File: config.mk
export PLATFORM = sky130hd
export DESIGN_NAME = bit_assembler
export DESIGN_NICKNAME = d
export VERILOG_FILES = /design/src/rtl/bit_assembler.sv
export SDC_FILE = /design/constraint.sdc
export NUM_CORES = 1
export LEC_CHECK = 0
export ABC_AREA = 1
export BUFFER_PORTS_ARGS = -buffer_cell sky130_fd_sc_hd__buf_2
export CAP_MARGIN = 20
export CORE_UTILIZATION = 35
export CTS_CLUSTER_DIAMETER = 100
export CTS_CLUSTER_SIZE = 40
export DETAILED_ROUTE_END_ITERATION = 6
export SLEW_MARGIN = 10
export SYNTH_ARGS = -nofsm -noshare
export SYNTH_HDL_FRONTEND = slang
export SYNTH_SLANG_ARGS = --single-unit
File: constraint.sdc
create_clock -name clock -period 1.6 [get_ports clock]
set_input_delay 0.24 -clock clock [delete_from_list [all_inputs] [get_ports clock]]
set_output_delay 0.24 -clock clock [all_outputs]
set_load 0.05 [all_outputs]
File: src/rtl/bit_assembler.sv
// Collects single bits into an nrOfOutputBits word at position sel and tracks written positions.
// Latency: dataValid rises the cycle after the completing or flushing transfer.
// Backpressure: while a word is held, a bit is accepted only in the cycle dataReady takes the word.
module bit_assembler #(
   parameter int nrOfOutputBits = 8,
   parameter int nrOfselBits    = 3
) (
   input  logic                      clock,
   input  logic                      reset,
   input  logic                      bitIn,
   input  logic [nrOfselBits-1:0]    sel,
   input  logic                      bitValid,
   output logic                      bitReady,
   input  logic                      flush,
   output logic [nrOfOutputBits-1:0] dataOut,
   output logic                      dataValid,
   input  logic                      dataReady,
   output logic [nrOfOutputBits-1:0] writtenMask,
   output logic                      selError
);

   typedef enum logic {COLLECT, HOLD} stateType;

   // One extra bit so the limit fits even when 2^nrOfselBits == nrOfOutputBits.
   localparam logic [nrOfselBits:0]    selLimit = (nrOfselBits+1)'(nrOfOutputBits);
   localparam logic [nrOfOutputBits-1:0] allOnes = '1;

   stateType                  state;
   stateType                  nextState;
   logic [nrOfOutputBits-1:0] word;
   logic [nrOfOutputBits-1:0] nextWord;
   logic [nrOfOutputBits-1:0] nextMask;
   logic [nrOfOutputBits-1:0] baseWord;
   logic [nrOfOutputBits-1:0] baseMask;
   logic [nrOfOutputBits-1:0] selOneHot;
   logic                      inRange;
   logic                      transfer;
   logic                      takeWord;
   logic                      loadOut;

   assign dataValid = (state == HOLD);
   assign bitReady  = (state == COLLECT) | dataReady;
   assign transfer  = bitValid & bitReady;
   assign takeWord  = (state == HOLD) & dataReady;
   assign inRange   = ({1'b0, sel} < selLimit);
   assign selOneHot = {{(nrOfOutputBits-1){1'b0}}, 1'b1} << sel;

   // Taking the held word starts a fresh one, so a same-cycle bit lands in an empty word.
   assign baseWord  = takeWord ? '0 : word;
   assign baseMask  = takeWord ? '0 : writtenMask;

   always_comb begin
      nextWord  = baseWord;
      nextMask  = baseMask;
      nextState = state;
      loadOut   = 1'b0;
      if (transfer && inRange) begin
         nextMask = baseMask | selOneHot;
         nextWord = bitIn ? (baseWord | selOneHot) : (baseWord & ~selOneHot);
      end
      case (state)
         COLLECT: begin
            if ((nextMask == allOnes) || (flush && (nextMask != '0))) begin
               nextState = HOLD;
               loadOut   = 1'b1;
            end
         end
         HOLD: begin
            if (dataReady) nextState = COLLECT;
         end
         default: nextState = COLLECT;
      endcase
   end

   always_ff @(posedge clock) begin
      if (!reset) begin
         state       <= COLLECT;
         word        <= '0;
         writtenMask <= '0;
         dataOut     <= '0;
         selError    <= 1'b0;
      end else begin
         state       <= nextState;
         word        <= nextWord;
         writtenMask <= nextMask;
         selError    <= transfer & ~inRange;
         if (loadOut) dataOut <= nextWord;
      end
   end

endmodule

After elaboration in Yosys (flattened, before gate mapping). Index checks and enable logic that the tools add are counted.

Word-level logic and storage cells: 26. Bits of input ports: 9. Register bits: 25.

Multiplexer cells: 9. Bitwise operators: 8. Reductions and logical operators: 3. Equality and inequality tests: 1. Shift-type cells: 1.

Operator list (number): two-way mux 8 bit (5); bitwise OR 8 bit (2); AND 8 bit (1); == test 8 bit (second input constant) (1); inverter 8 bit (1); nonzero test 8 bit (1); << shifter 1 x 3 -> 8 bit (first input constant) (1); two-way mux 1 bit (3); AND 1 bit (2); case mux 1 bit (2 select lines) (1); logical AND 1 bit (1); logical OR 1 bit (1); inverter 1 bit (1); bitwise OR 1 bit (1).

Logic depth before layout (Yosys ltp). Gate-level depths: netlist of run 1.

Depth after elaboration: 9. Gate-level depth with buffers: 14.

Worst setup path before layout of run 1. No wires, ideal clock.

Kind: reg-to-reg. Start: reg state, in the netlist dataValid. End: reg dataOut[6]. Library setup time: 0.115 ns. Slack: -0.519 ns. Stages on the path, launching flop included: 12. Data required time: 1.485 ns. Buffers on the path: 1. Data arrival time: 2.004 ns. Path through: dfxtp_1 > nand2_4 > nand2_8 > nor2_4 > nor2_4 > nor2_1 > and2_1 > nand2_2 > nand2_4 > buf_12 > a21oi_2 > nor2_2.

Longest elaborated chain between the ends: 9. Elaborated cells between the ends (all ways): 18. Classes of those cells: eq/ne: 1; mux: 7; bitwise: 7; reduce/logical: 3.

RTL lines: start, declared (line 28) `stateType state;`; start signal, assigned (line 83) `state <= nextState;`; inverter 1 bit (*); bitwise OR 1 bit (*) (line 42) `assign bitReady = (state == COLLECT) | dataReady;`; via bitReady (line 13) `output logic bitReady,`; AND 1 bit (*) (line 43) `assign transfer = bitValid & bitReady;`; two-way mux 8 bit (line 57) `if (transfer && inRange) begin`; nonzero test 8 bit (line 63) `if ((nextMask == allOnes) || (flush && (nextMask != '0))) begin`; logical AND 1 bit (line 63); logical OR 1 bit (line 63); two-way mux 1 bit (line 63); two-way mux 1 bit (line 61) `case (state)`; end signal, assigned (line 87) `if (loadOut) dataOut <= nextWord;`; end, declared (line 15) `output logic [nrOfOutputBits-1:0] dataOut,`.

The timed path passes the listed nets; every way through them passes the cells marked *. A chain may end at the register's enable or synchronous reset.

Final worst setup path of run 1.
Start: reg state, in the netlist dataValid. End: reg state, in the netlist dataValid.

Longest elaborated chain between the ends: 9. Elaborated cells between the ends (all ways): 13. Classes of those cells: eq/ne: 1; mux: 4; bitwise: 5; reduce/logical: 3.

RTL lines (line): AND 1 bit / inverter 1 bit (equally long branches); two-way mux 8 bit / bitwise OR 1 bit (equally long branches) (50, 42); bitwise OR 8 bit / AND 1 bit (equally long branches) (58, 43); two-way mux 8 bit (57); nonzero test 8 bit (63); logical AND 1 bit (63); logical OR 1 bit (63); two-way mux 1 bit (63); case mux 1 bit (2 select lines) (*) (61).

Mark *: on every way between the ends. The rest lies on a longest branch, timed or not.

==> results of run 1 <==
sequential cells by signal, indices dropped and copies added, names as in the netlist:
name,count
word,8
writtenMask,8
dataValid,1
dataOut,8
through the flow:
stage / cell area (um^2) / instances
finish: 1850 / 276
global route: 1850 / 276
CTS: 1750 / 271
detailed placement: 1690 / 267
global placement: 1690 / 267
floorplan: 1400 / 178
power groups by stage:
stage / combinational, mW / sequential, mW / clock [mW]
5_1_grt: 0.593 / 0.698 / 0.421
4_1_cts: 0.508 / 0.694 / 0.395
3_5_place_dp: 0.498 / 0.708 / 0
2_1_floorplan: 0.266 / 0.838 / 0
6_report: 0.551 / 0.692 / 0.379
3_3_place_gp: 0.495 / 0.708 / 0
synthesized netlist by cell type (all sizes together):
cell type and count:
a21oi 12, nor2 58, dfxtp 25, nand3 14, inv 17, nand2 35
clkbuf 2, buf 4, o21ai 5, conb 1, clkinv 3, and2 2
worst register-to-register path, delay by kind of cell, from the launching register on:
kind                   cells  cell delay (ps)
AO/OA/AOI/OAI              1               40
flip-flops                 1              400
buffers and inverters      1              120
AND/OR/NAND/NOR           10              950
repair_timing:
item                                    CTS  global route
gates resized for setup                   2            15
pin swaps                                 2            16
setup buffers                             0             3
endpoints found under the setup margin    8             9
cloned                                    0             2
metal layers:
metal | share of wire, % | vias up
met5 | 0 | -
li1 | - | 646
met2 | 47 | 19
met1 | 48 | 560
met4 | 2.2 | 0
met3 | 2.5 | 6
final timing paths:
check / from / to / slack (ps)
worst min register to register: dataOut[1] / dataOut[1] / 480
worst max register to register: dataValid / dataValid / -20
worst max-delay path: dataValid / dataValid / -20
worst min-delay path: reset / dataOut[3] / 270
cell type report:
class / instances / area (um^2)
clock buffers: 3 / 41.3
inverters: 20 / 87.6
repair buffers: 50 / 314
flip-flops and latches: 25 / 514
clock inverters: 1 / 5.00
multi-input cells: 129 / 832
fillers: 385 / 1860
well taps: 48 / 60.1
kinds of logic (layout without fill, tap and decap cells):
kind of cell	Yosys count	after routing	synth area share, %
buf+inv	26	74	10.5
simple gates	109	111	44.4
flops	25	25	36.2
other cells	1	1	0.271
compound gates	17	17	8.60
==> run_results.csv, run 1 <==
group,metric,value,unit
cts,cts-htree-levels,1,
timing,whs,269,ps
min_path,min_path_cells,3,
global_route,globalRouteMet3Util,2.11,%
cells_and_area,layout.nets,238,
logic_synthesis,syn_nets,187,
critical_path,crit_fanout,8,
logic_synthesis,yosysWarnings,0,
routing,drc,0,
place,place_congestion,0.819,
logic_synthesis,synthCells,178,
critical_path,worstSetupPathType,"reg -> reg",
pwr,vdd_drop_max,352,uV
critical_path,r2r_cells,12,
cells_and_area,post-route-util,49.9,%
critical_path,critPathTopFamily,"simple AND/OR/NAND/NOR gates",
logic_synthesis,synth_top_area_cell,"dfxtp_1",
critical_path,cp_slowest_stage_delay,400,ps
routing,drt_iter0_markers,31,
pwr,power.share.clock,23.3,%
global_route,track_usage,14.7,%
pwr,p_total,1.62,mW
floorplanning,num_io_pins,28,
floorplanning,initial_utilization,37.2,%
global_route,busiest_layer,"met2",
timing,hold_viol_final,0,
critical_path,cp.required,1760,ps
cts,cts_hold_buf,0,
global_route,grt_pass1_wl,4.71,mm
timing,min_period_over_period,101,%
timing,fin_crit,1620,ps
outcome,violations,"setup timing",
pwr,swShare,37.0,%
pwr,p_switching,600,uW
cells_and_area,layout_common_cells,"nor2_1 (33), buf_2 (26), nand2_1 (25), buf_4 (23), nor2_4 (17)",
logic_synthesis,netlist_area,1380,um^2
cells_and_area,drive_gt1_share,50.4,%
routing,first_pass_iters,4,
cts,cts_tree,"yes",
routing,wl,2.85,mm
critical_path,critical_path_depth,12,
place,pre_cts_slack,-121,ps
logic_synthesis,avgSynthCellArea,7.76,um^2
logic_synthesis,synth_top_area_share,36.2,%
cts,cts-root-buf,"clkbuf_8",
routing,vias,1231,
critical_path,crit_chain,"nand2_8 -> nand2_8 -> nor2_4 -> nor2_4 -> nand2_2 -> nor2_4 -> nand2_2 -> nand2_4 -> nand2_8 -> buf_6 -> nand2_2 -> a21oi_2",
cells_and_area,final_common_cell,"nor2_1",
global_route,grt_util_met2,23.4,%
logic_synthesis,synth_seq_cells,25,
global_route,overflow,0,
place,dpl.hpwl,2.04,mm
floorplanning,dieArea,4200,um^2
timing,drv_slew,0,
logic_synthesis,synth_area_leaders,"dfxtp_1 (36%), nor2_4 (13%), nor2_1 (11%)",
critical_path,worstPathArrival,1780,ps
floorplanning,rows,22,
outcome,outcome,"finished, violations left",
cts,clkLatencyLatePin,270,ps
global_route,grt_pass1_vias,1079,
pwr,p_int,1.02,mW
critical_path,critPathSlowestCell,"dfxtp_4",
timing,fin_setup_tns,-23.4,ps
cts,clock_tree.buffer_depth,2,
place,portBuffers,26,
pwr,seq_power_share,42.7,%
critical_path,crit_path_end_kind,"flip-flop",
routing,drt.antenna.violating_nets,0,
floorplanning,core,3720,um^2
routing,via_per_inst,4.46,
cts,cts_sinks,25,
floorplanning,die_h,64.8,um
floorplanning,die_width,64.8,um
cts,path_clk_slew,90,ps
logic_synthesis,synthDistinctLibCells,23,
pwr,power_density,875,nW/um^2
routing,routedWlPerCell,10.3,um
timing,fin_skew,1.83,ps
timing,rsz0062_at_grt,"yes",
min_path,worstHoldPathType,"in -> reg",
critical_path,crit_buf_inv,1,
timing,max_freq,617,MHz
global_route,antenna_found_initial,0,
cells_and_area,antennaDiodeCount,0,
pwr,combPwrFrac,34.0,%
global_route,grt_max_degree,18,
pwr,p_leak,0.842,nW
timing,finalSetupViolCount,2,
logic_synthesis,synth_seq_area_share,36.2,%
timing,fin_ws,-20.7,ps
cells_and_area,syn2layout_area_growth,34.2,%
job,cap_viol_max_count,0,
cts,numCtsBuffers,3,
global_route,grt_use_met1,19.2,%
critical_path,worst_setup_path_start_kind,"flip-flop",
Power figures use the tool's default switching activity.
==> run 2, diff against run 1 <==
- HOLD_SLACK_MARGIN: not set -> 0.1
- clock period: 1.6 -> 1.59 ns (I/O delays scaled with it)
==> run_results.csv, run 2 (same netlist as run 1, synthesis figures left out) <==
group,metric,value,unit
outcome,outcome,"complete, no violations",
routing,first_pass_iters,4,
routing,drc,0,
global_route,antenna_found_initial,0,
global_route,grt_pass1_wl,4.26,mm
cts,cts-htree-levels,1,
floorplanning,die_h,64.8,um
routing,vias,1209,
global_route,grt_max_degree,18,
global_route,grt_pass1_vias,1029,
critical_path,r2r_start,"dataValid",
timing,hold_viol_final,0,
critical_path,cp.required,1810,ps
cts,cts_tree,"yes",
cts,path_clk_slew,90,ps
routing,via_per_inst,4.40,
floorplanning,num_io_pins,28,
timing,max_freq,630,MHz
timing,finalSetupViolCount,0,
cts,cts_sinks,25,
cells_and_area,reg_top3,"dataOut x8, word x8, writtenMask x8",
floorplanning,core,3720,um^2
min_path,worstHoldPathType,"in -> reg",
timing,fin_setup_tns,0,ps
cts,clkLatencyLatePin,270,ps
critical_path,worstPathArrival,1800,ps
critical_path,worst_setup_path_start_kind,"flip-flop",
routing,wl,2.68,mm
critical_path,r2r-end,"dataOut[2]",
timing,min_period_over_period,99.8,%
cells_and_area,syn2layout_area_growth,33.1,%
cts,numCtsBuffers,3,
min_path,min_path_cells,3,
timing,fin_crit,1590,ps
pwr,power_density,887,nW/um^2
routing,drt.antenna.violating_nets,0,
critical_path,cp_slowest_stage_delay,400,ps
cells_and_area,final_common_cell,"nor2_1",
cells_and_area,layout_common_cells,"nor2_1 (34), buf_2 (26), nand2_1 (25), buf_4 (23), nor2_4 (17)",
floorplanning,rows,22,
global_route,overflow,0,
cells_and_area,antennaDiodeCount,0,
pwr,vdd_drop_max,312,uV
place,portBuffers,26,
place,dpl.hpwl,2.01,mm
floorplanning,initial_utilization,37.2,%
job,cap_viol_max_count,0,
floorplanning,die_width,64.8,um
routing,routedWlPerCell,9.74,um
pwr,p_leak,0.830,nW
cells_and_area,drive_gt1_share,49.3,%
critical_path,r2r_cells,12,
cts,cts-root-buf,"clkbuf_8",
floorplanning,dieArea,4200,um^2
cts,clock_tree.buffer_depth,2,
global_route,track_usage,13.4,%
critical_path,worstSetupPathType,"reg -> reg",
timing,drv_slew,0,
routing,drt_iter0_markers,36,
critical_path,path_common_cell,"nor2_4",
critical_path,crit_fanout,8,
critical_path,crit_path_end_kind,"flip-flop",
min_path,hold_path_startpoint,"reset",
critical_path,crit_chain,"nand2_8 -> nand2_8 -> nor2_4 -> nor2_4 -> nand2_2 -> nor2_4 -> nand2_2 -> nand2_4 -> nand2_4 -> nand3_1 -> nand2_1 -> nor2_1",
timing,rsz0062_at_grt,"yes",
timing,whs,272,ps
min_path,hold_end,"dataOut[6]",
cells_and_area,layout.nets,237,
critical_path,regToRegSetupSlack,3,ps
critical_path,critPathSlowestCell,"dfxtp_4",
timing,fin_skew,2.67,ps
place,place_congestion,0.817,
## run 2: metrics by stage
step	power (mW)	util (%)	instances	cell area (um^2)	worst slack (ps)
CTS	1.61	47.1	271	1750	3.51
global placement	1.21	45.6	267	1690	-105
detailed placement	1.21	45.6	267	1690	-118
finish	1.63	49.5	275	1840	3.05
floorplan	1.11	-	178	1400	-92.3
global route	1.72	49.5	275	1840	-83.5
## run 2: cell type report
| type | count | area [um^2] |
|---|---|---|
| Clock buffer | 3 | 41.3 |
| Tap cell | 48 | 60.1 |
| Inverter | 20 | 87.6 |
| Clock inverter | 1 | 7.51 |
| Sequential cell | 25 | 514 |
| Timing Repair Buffer | 49 | 303 |
| Multi-Input combinational cell | 129 | 825 |
| Fill cell | 389 | 1880 |
## run 2: how the worst max path moves through the flow
stage | from | endpoint | slack [ps]
CTS | dataValid | dataOut[2] | 4
floorplan | dataValid | dataOut[6] | -90
finish | dataValid | dataOut[2] | 3
global placement | dataReady | dataOut[6] | -100
global route | dataValid | dataOut[1] | -80
detailed placement | dataReady | dataOut[3] | -120
## run 2: critical path: cells and delay by family, from the launching register on
kind          cells  cell delay, ps
flops             1             400
simple gates     12            1120
## run 2: timing repair
action | 4_1_cts | 5_1_grt
pin swaps | 0 | 13
resized for setup | 1 | 13
setup buffers | 0 | 2
hold buffers | 0 | 0
hold endpoints to repair | 0 | 0
setup endpoints to repair | 8 | 9
gates cloned | 0 | 2
## run 2: power by group
part           switching [mW]  internal [mW]  leakage (nW)
logic                   0.366          0.180         0.600
registers              0.0270          0.670         0.208
clock network           0.209          0.178        0.0217
total                   0.603           1.03         0.830
## run 2: routing by layer
layer  GRT usage, %  vias up  part of all wire, %  routed length (um)
met1           15.8      547                   46                1240
met4           7.50        0                  1.9                  50
met5              0        -                    0                   0
met3           2.46        4                  2.5                  67
li1               -      644                    -                   -
met2           22.7       14                   49                1320
